<file path="src/rtl/lsu_axi_master_if.sv">
// AXI4-Lite channel bundle between the load/store unit and data memory.
// The master side drives address/data/valids; the slave drives readies and responses.
interface axi_intf #(
    parameter int ADDR_WIDTH = 32,
    parameter int DATA_WIDTH = 32
);
    logic [ADDR_WIDTH-1:0]   awaddr;
    logic                    awvalid;
    logic                    awready;
    logic [DATA_WIDTH-1:0]   wdata;
    logic [DATA_WIDTH/8-1:0] wstrb;
    logic                    wvalid;
    logic                    wready;
    logic                    bvalid;
    logic                    bready;
    logic [1:0]              bresp;
    logic [ADDR_WIDTH-1:0]   araddr;
    logic                    arvalid;
    logic                    arready;
    logic [DATA_WIDTH-1:0]   rdata;
    logic                    rvalid;
    logic                    rready;
    logic [1:0]              rresp;

    modport master (
        output awaddr, awvalid, wdata, wstrb, wvalid, bready,
        output araddr, arvalid, rready,
        input  awready, wready, bvalid, bresp,
        input  arready, rdata, rvalid, rresp
    );

    modport slave (
        input  awaddr, awvalid, wdata, wstrb, wvalid, bready,
        input  araddr, arvalid, rready,
        output awready, wready, bvalid, bresp,
        output arready, rdata, rvalid, rresp
    );
endinterface

</file>
<file path="src/rtl/lsu_axi_master.sv">
// Load/store unit bus master: one request at a time onto AXI4-Lite,
// with byte-lane placement for stores and aligned, extended load data.
module lsu_axi_master #(
    parameter int ADDR_WIDTH = 32,
    parameter int DATA_WIDTH = 32
) (
    input  logic                  aclk,
    input  logic                  aresetn,
    input  logic                  req_valid,
    output logic                  req_ready,
    input  logic                  req_we,
    input  logic [2:0]            req_funct3,
    input  logic [ADDR_WIDTH-1:0] req_addr,
    input  logic [31:0]           req_wdata,
    output logic                  rsp_valid,
    output logic [31:0]           rsp_rdata,
    output logic                  rsp_misaligned,
    axi_intf.master               axi
);

    typedef enum logic [2:0] {
        IDLE,
        WR,
        RD_ADDR,
        RD_DATA,
        RESP
    } state_t;

    state_t state, state_nx;

    logic [ADDR_WIDTH-1:0] addr_q;
    logic [2:0]            funct3_q;
    logic [DATA_WIDTH-1:0] wdata_q;
    logic [3:0]            wstrb_q;
    logic                  aw_done;
    logic                  w_done;

    logic                  bad_req;
    logic [3:0]            strb_req;
    logic                  accept;
    logic                  awvalid_c;
    logic                  wvalid_c;
    logic                  arvalid_c;
    logic                  rready_c;
    logic [31:0]           rd_shift;
    logic [31:0]           rd_ext;
    logic                  unused_ok;

    assign accept = (state == IDLE) && req_valid;

    // Unsigned sizes are only meaningful for loads; anything else is rejected.
    always_comb begin
        bad_req  = 1'b0;
        strb_req = 4'b0000;
        case (req_funct3)
            3'b000: strb_req = 4'b0001 << req_addr[1:0];
            3'b001: begin
                bad_req  = req_addr[0];
                strb_req = 4'b0011 << req_addr[1:0];
            end
            3'b010: begin
                bad_req  = |req_addr[1:0];
                strb_req = 4'b1111;
            end
            3'b100: bad_req = req_we;
            3'b101: bad_req = req_we | req_addr[0];
            default: bad_req = 1'b1;
        endcase
    end

    assign rd_shift = axi.rdata >> {addr_q[1:0], 3'b000};

    always_comb begin
        case (funct3_q)
            3'b000:  rd_ext = {{24{rd_shift[7]}}, rd_shift[7:0]};
            3'b001:  rd_ext = {{16{rd_shift[15]}}, rd_shift[15:0]};
            3'b100:  rd_ext = {24'd0, rd_shift[7:0]};
            3'b101:  rd_ext = {16'd0, rd_shift[15:0]};
            default: rd_ext = rd_shift;
        endcase
    end

    always_ff @(posedge aclk or negedge aresetn) begin
        if (!aresetn) begin
            state <= IDLE;
        end else begin
            state <= state_nx;
        end
    end

    always_comb begin
        state_nx  = state;
        awvalid_c = 1'b0;
        wvalid_c  = 1'b0;
        arvalid_c = 1'b0;
        rready_c  = 1'b0;
        rsp_valid = 1'b0;
        case (state)
            IDLE: begin
                if (req_valid) begin
                    if (bad_req)     state_nx = RESP;
                    else if (req_we) state_nx = WR;
                    else             state_nx = RD_ADDR;
                end
            end
            WR: begin
                awvalid_c = !aw_done;
                wvalid_c  = !w_done;
                if ((aw_done || axi.awready) && (w_done || axi.wready))
                    state_nx = RESP;
            end
            RD_ADDR: begin
                arvalid_c = 1'b1;
                if (axi.arready) state_nx = RD_DATA;
            end
            RD_DATA: begin
                rready_c = 1'b1;
                if (axi.rvalid) state_nx = RESP;
            end
            RESP: begin
                rsp_valid = 1'b1;
                state_nx  = IDLE;
            end
            default: state_nx = IDLE;
        endcase
    end

    // Address/data/strobe stay put after completion: the slave commits late.
    always_ff @(posedge aclk or negedge aresetn) begin
        if (!aresetn) begin
            addr_q         <= '0;
            funct3_q       <= 3'b000;
            wdata_q        <= '0;
            wstrb_q        <= 4'b0000;
            aw_done        <= 1'b0;
            w_done         <= 1'b0;
            rsp_rdata      <= 32'd0;
            rsp_misaligned <= 1'b0;
        end else if (accept) begin
            addr_q         <= req_addr;
            funct3_q       <= req_funct3;
            wdata_q        <= req_wdata << {req_addr[1:0], 3'b000};
            wstrb_q        <= (req_we && !bad_req) ? strb_req : 4'b0000;
            aw_done        <= 1'b0;
            w_done         <= 1'b0;
            rsp_rdata      <= 32'd0;
            rsp_misaligned <= bad_req;
        end else begin
            if (awvalid_c && axi.awready) aw_done <= 1'b1;
            if (wvalid_c && axi.wready)   w_done  <= 1'b1;
            if (rready_c && axi.rvalid)   rsp_rdata <= rd_ext;
        end
    end

    assign req_ready   = aresetn && (state == IDLE);
    assign axi.awaddr  = {addr_q[ADDR_WIDTH-1:2], 2'b00};
    assign axi.araddr  = {addr_q[ADDR_WIDTH-1:2], 2'b00};
    assign axi.awvalid = awvalid_c;
    assign axi.wvalid  = wvalid_c;
    assign axi.wdata   = wdata_q;
    assign axi.wstrb   = wstrb_q;
    assign axi.bready  = 1'b1;
    assign axi.arvalid = arvalid_c;
    assign axi.rready  = rready_c;

    // Writes are posted and read errors are not reported to the core.
    assign unused_ok = ^{axi.bvalid, axi.bresp, axi.rresp};

endmodule

</file>
<file path="src/flat_wrapper.sv">
// flat-port wrapper written by rule: the top's interface ports become plain ports
module lsu_axi_master_flat 
#(
    parameter int ADDR_WIDTH = 32,
    parameter int DATA_WIDTH = 32
)
  (aclk, aresetn, req_valid, req_ready, req_we, req_funct3, req_addr, req_wdata, rsp_valid, rsp_rdata, rsp_misaligned, axi_awaddr, axi_awvalid, axi_wdata, axi_wstrb, axi_wvalid, axi_bready, axi_araddr, axi_arvalid, axi_rready, axi_awready, axi_wready, axi_bvalid, axi_bresp, axi_arready, axi_rdata, axi_rvalid, axi_rresp);
  axi_intf #(.ADDR_WIDTH(ADDR_WIDTH), .DATA_WIDTH(DATA_WIDTH)) axi_i ();
  input  logic aclk;
  input  logic aresetn;
  input  logic req_valid;
  output logic req_ready;
  input  logic req_we;
  input  logic [2:0] req_funct3;
  input  logic [ADDR_WIDTH-1:0] req_addr;
  input  logic [31:0] req_wdata;
  output logic rsp_valid;
  output logic [31:0] rsp_rdata;
  output logic rsp_misaligned;
  output wire logic [$bits(axi_i.awaddr)-1:0] axi_awaddr;
  output wire logic [$bits(axi_i.awvalid)-1:0] axi_awvalid;
  output wire logic [$bits(axi_i.wdata)-1:0] axi_wdata;
  output wire logic [$bits(axi_i.wstrb)-1:0] axi_wstrb;
  output wire logic [$bits(axi_i.wvalid)-1:0] axi_wvalid;
  output wire logic [$bits(axi_i.bready)-1:0] axi_bready;
  output wire logic [$bits(axi_i.araddr)-1:0] axi_araddr;
  output wire logic [$bits(axi_i.arvalid)-1:0] axi_arvalid;
  output wire logic [$bits(axi_i.rready)-1:0] axi_rready;
  input wire logic [$bits(axi_i.awready)-1:0] axi_awready;
  input wire logic [$bits(axi_i.wready)-1:0] axi_wready;
  input wire logic [$bits(axi_i.bvalid)-1:0] axi_bvalid;
  input wire logic [$bits(axi_i.bresp)-1:0] axi_bresp;
  input wire logic [$bits(axi_i.arready)-1:0] axi_arready;
  input wire logic [$bits(axi_i.rdata)-1:0] axi_rdata;
  input wire logic [$bits(axi_i.rvalid)-1:0] axi_rvalid;
  input wire logic [$bits(axi_i.rresp)-1:0] axi_rresp;
  assign axi_awaddr = axi_i.awaddr;
  assign axi_awvalid = axi_i.awvalid;
  assign axi_wdata = axi_i.wdata;
  assign axi_wstrb = axi_i.wstrb;
  assign axi_wvalid = axi_i.wvalid;
  assign axi_bready = axi_i.bready;
  assign axi_araddr = axi_i.araddr;
  assign axi_arvalid = axi_i.arvalid;
  assign axi_rready = axi_i.rready;
  assign axi_i.awready = axi_awready;
  assign axi_i.wready = axi_wready;
  assign axi_i.bvalid = axi_bvalid;
  assign axi_i.bresp = axi_bresp;
  assign axi_i.arready = axi_arready;
  assign axi_i.rdata = axi_rdata;
  assign axi_i.rvalid = axi_rvalid;
  assign axi_i.rresp = axi_rresp;
  lsu_axi_master #(.ADDR_WIDTH(ADDR_WIDTH), .DATA_WIDTH(DATA_WIDTH)) u_core (.aclk(aclk), .aresetn(aresetn), .req_valid(req_valid), .req_ready(req_ready), .req_we(req_we), .req_funct3(req_funct3), .req_addr(req_addr), .req_wdata(req_wdata), .rsp_valid(rsp_valid), .rsp_rdata(rsp_rdata), .rsp_misaligned(rsp_misaligned), .axi(axi_i));
endmodule
</file>
<file path="config.mk">
export PLATFORM = sky130hd
export DESIGN_NAME = lsu_axi_master_flat
export DESIGN_NICKNAME = d
export VERILOG_FILES = /design/src/rtl/lsu_axi_master_if.sv /design/src/rtl/lsu_axi_master.sv /design/src/flat_wrapper.sv
export SDC_FILE = /design/constraint.sdc
export NUM_CORES = 1
export LEC_CHECK = 0
export ABC_AREA = 1
export BUFFER_PORTS_ARGS = -buffer_cell sky130_fd_sc_hd__buf_2
export CORE_ASPECT_RATIO = 0.7
export CORE_MARGIN = 3
export CORE_UTILIZATION = 35
export DETAILED_ROUTE_END_ITERATION = 7
export HOLD_SLACK_MARGIN = 0.03
export SETUP_SLACK_MARGIN = 0.05
export SLEW_MARGIN = 25
export SYNTH_ARGS = -nofsm -noshare
export SYNTH_HDL_FRONTEND = slang
export SYNTH_SLANG_ARGS = --single-unit
export TNS_END_PERCENT = 10
</file>
<file path="constraint.sdc">
create_clock -name aclk -period 1.9 [get_ports aclk]
set_input_delay 0.19 -clock aclk [delete_from_list [all_inputs] [get_ports aclk]]
set_output_delay 0.19 -clock aclk [all_outputs]
set_load 0.02 [all_outputs]
</file>
==> results_dict.tcl <==
set metrics [dict create \
    die_y_um 116.1 \
    grt_max_degree 110 \
    hpwlAfterDp_mm 13.00 \
    synth.most_common_cell "nand2_1" \
    io_pins 252 \
    row_count 39 \
    cellLeakagePower_nw 4.308 \
    yosys.cell_types.count 31 \
    grt-ovfl-total 0 \
    start_util 0.3641 \
    grt_pass1_vias 5353 \
    clock-sinks 109 \
    rsz0062_at_grt "no" \
    via_per_inst 4.664 \
    fin_nets 1102 \
    syn_area_um2 6058 \
    syn_inst 807 \
    post_cts_buffers 0 \
    synth_edf_count 0 \
    start_kind "flip-flop" \
    drtPass1Iterations 5 \
    seq_area_frac_synth 0.4502 \
    finalNonFillerCells 1222 \
    hold_violations 0 \
    fillers 1739 \
    cts.clk_slew.worst_paths_ns 0.07 \
    fin_ws_ns 0.1938 \
    multi_input_area_um2 2497 \
    synth_seq_cells 109 \
    cts_tree "yes" \
    reg2reg_to "u_core.axi.wdata[25]" \
    ys_warn_count 0 \
    syn2layout_area_growth_pct 24.49 \
    slowest_stage "dfrtp_1" \
    dpl.cell_count 1180 \
    cts_root_buffer "clkbuf_16" \
    maxCapViolCount 0 \
    period_share 0.8980 \
    vdd_ir_drop_max_mv 0.8792 \
    synth_area_leaders "dfrtp_1 45%, nand2_1 20%, buf_4 8.8%" \
    synth_common_cells "329 x nand2_1, 109 x dfrtp_1, 71 x buf_4, 45 x nand3_1, 45 x o21ai_0" \
    via_count 5699 \
    whs_path_depth 3 \
    crit_path_cell_trace "inv_1, nand2_2, nor2_2, inv_1, nor2_2, buf_2" \
    wl_per_cell_um 14.80 \
    portBuffers 241 \
    htreeDepth 3 \
    timing.rr.start "u_core.state[0]" \
    power_density_nw_per_um2 1601 \
    maxSlewHeadroom 0.5531 \
    ant_nets 0 \
    drv_slew 0 \
    syn_area_per_cell_um2 7.507 \
    fin_tns_setup_ns 0 \
    postSynth.asyncResetShare 1.000 \
    final_cell_area_um2 7542 \
    die_w_um 163.3 \
    worstSetupEndpointType "primary output" \
    critPathMaxFanout 4 \
    setup_viol 0 \
    drcViolationCount 0 \
    die_area_um2 18950 \
    r2r_slack_ns 0.25 \
    wirelength_mm 18.08 \
    critPathMaxStageDelay_ns 0.40 \
    min_path_type "input pin to flip-flop" \
    rr_worst_depth 6 \
    tightest_slew_ns 0.6703 \
    whs_endpoint "u_core.addr_q[26]" \
    dp_slack_ns 0.2727 \
    grtUsageTotal 0.1901 \
    fin_crit_ns 1.706 \
    antenna_found_initial 3 \
    drive_gt1_frac 0.2985 \
    hold_path.startpoint "req_addr[26]" \
    yosys.area.top_type "dfrtp_1" \
    drt_iter0_markers 496 \
    cts_buffers 9 \
    final-seq-area_um2 2728 \
    outcome "complete, no violations" \
    fmax_mhz 586.1 \
    place_congestion 0.8860 \
    synth_top_area_frac 0.4502 \
    worst-endpoint-required_ns 1.71 \
    core_um2 16640 \
    critical_path_class "flip-flop to primary output" \
    insertion_delay_ns 0.35 \
    skew_ns 0.009055 \
    dpl_cell_area_um2 6979 \
    cts_buffer_depth 2 \
    synth_flop_cell "dfrtp_1" \
    total_power_mw 12.08 \
    grt_pass1_wl_mm 28.40 \
    cp_data_arrival_time_ns 1.52 \
]
power by group:
group	switching, mW	internal [mW]	total [mW]
Clock	0.927	1.08	2.01
Combinational	4.14	2.02	6.16
Sequential	0.662	3.24	3.91
area by class of cell:
cell class | count | area share
sequential | 109 | 0.3616
inverter | 31 | 0.01543
antenna | 2 | 0.0006636
timing repair buffer | 280 | 0.2120
multi-input combinational | 559 | 0.3311
clock buffer | 10 | 0.03169
clock inverter | 6 | 0.01012
tap | 225 | 0.03733
repair_timing:
action	4_1_cts	5_1_grt
hold endpoints to repair	132	0
setup endpoints to repair	0	2
hold buffers	24	0
gates resized for setup	0	1
stage by stage:
step                hold slack [ns]  utilization
floorplan                   -0.1056            -
global placement             0.3654       0.4194
detailed placement           0.3526       0.4194
CTS                         0.03046       0.4528
global route                0.03884       0.4531
finish                      0.04865       0.4533
worst max path at each step:
| stage | startpoint | end | slack (ns) |
|---|---|---|---|
| 4_1_cts | u_core.state[2] | axi_wvalid | 0.15 |
| 6_report | u_core.state[2] | axi_wvalid | 0.19 |
| 5_1_grt | u_core.state[2] | axi_wvalid | 0.09 |
| 3_5_place_dp | u_core.state[1] | u_core.axi.wdata[24] | 0.27 |
| 3_3_place_gp | u_core.state[1] | u_core.axi.wdata[25] | 0.34 |
| 2_1_floorplan | u_core.state[2] | u_core.state[0] | 0.43 |
critical path: cells and delay by family (launching register included):
kind	cells	cell delay (ns)
and+or+nand+nor	3	0.36
buffers and inverters	3	0.40
DFF	1	0.40
sequential cells by signal (all words and copies together), names as in the netlist:
name,cells
u_core.rsp_rdata,32
u_core.w_done,1
u_core.axi.wstrb,4
u_core.state,3
u_core.rsp_misaligned,1
u_core.addr_q,32
u_core.axi.wdata,32
u_core.aw_done,1
u_core.funct3_q,3
layer usage:
layer,GRT usage,part of all wire
met1,0.2828,0.48
met2,0.2671,0.41
met3,0.05716,0.090
met4,0.05239,0.016
met5,0,0.00077
cells in the final DEF, fill, tap and decap left out, types with 24 or more instances in the layout:
cell	Yosys	layout
nand2_1	329	328
inv_1	25	25
a21oi_1	31	31
dlygate4sd3_1	0	24
buf_2	20	240
o21ai_0	45	45
nand3_1	45	45
o21ai_1	27	27
nor2_1	30	30
dfrtp_1	109	109
kinds of logic after synthesis:
logic type      after synthesis  synth area share
compound gates              125            0.1132
buf+inv                     142            0.1398
flops                       109            0.4502
mux                           1          0.001652
other cells                   2          0.001240
simple gates                428            0.2939
(Power assumes the default switching activity.)
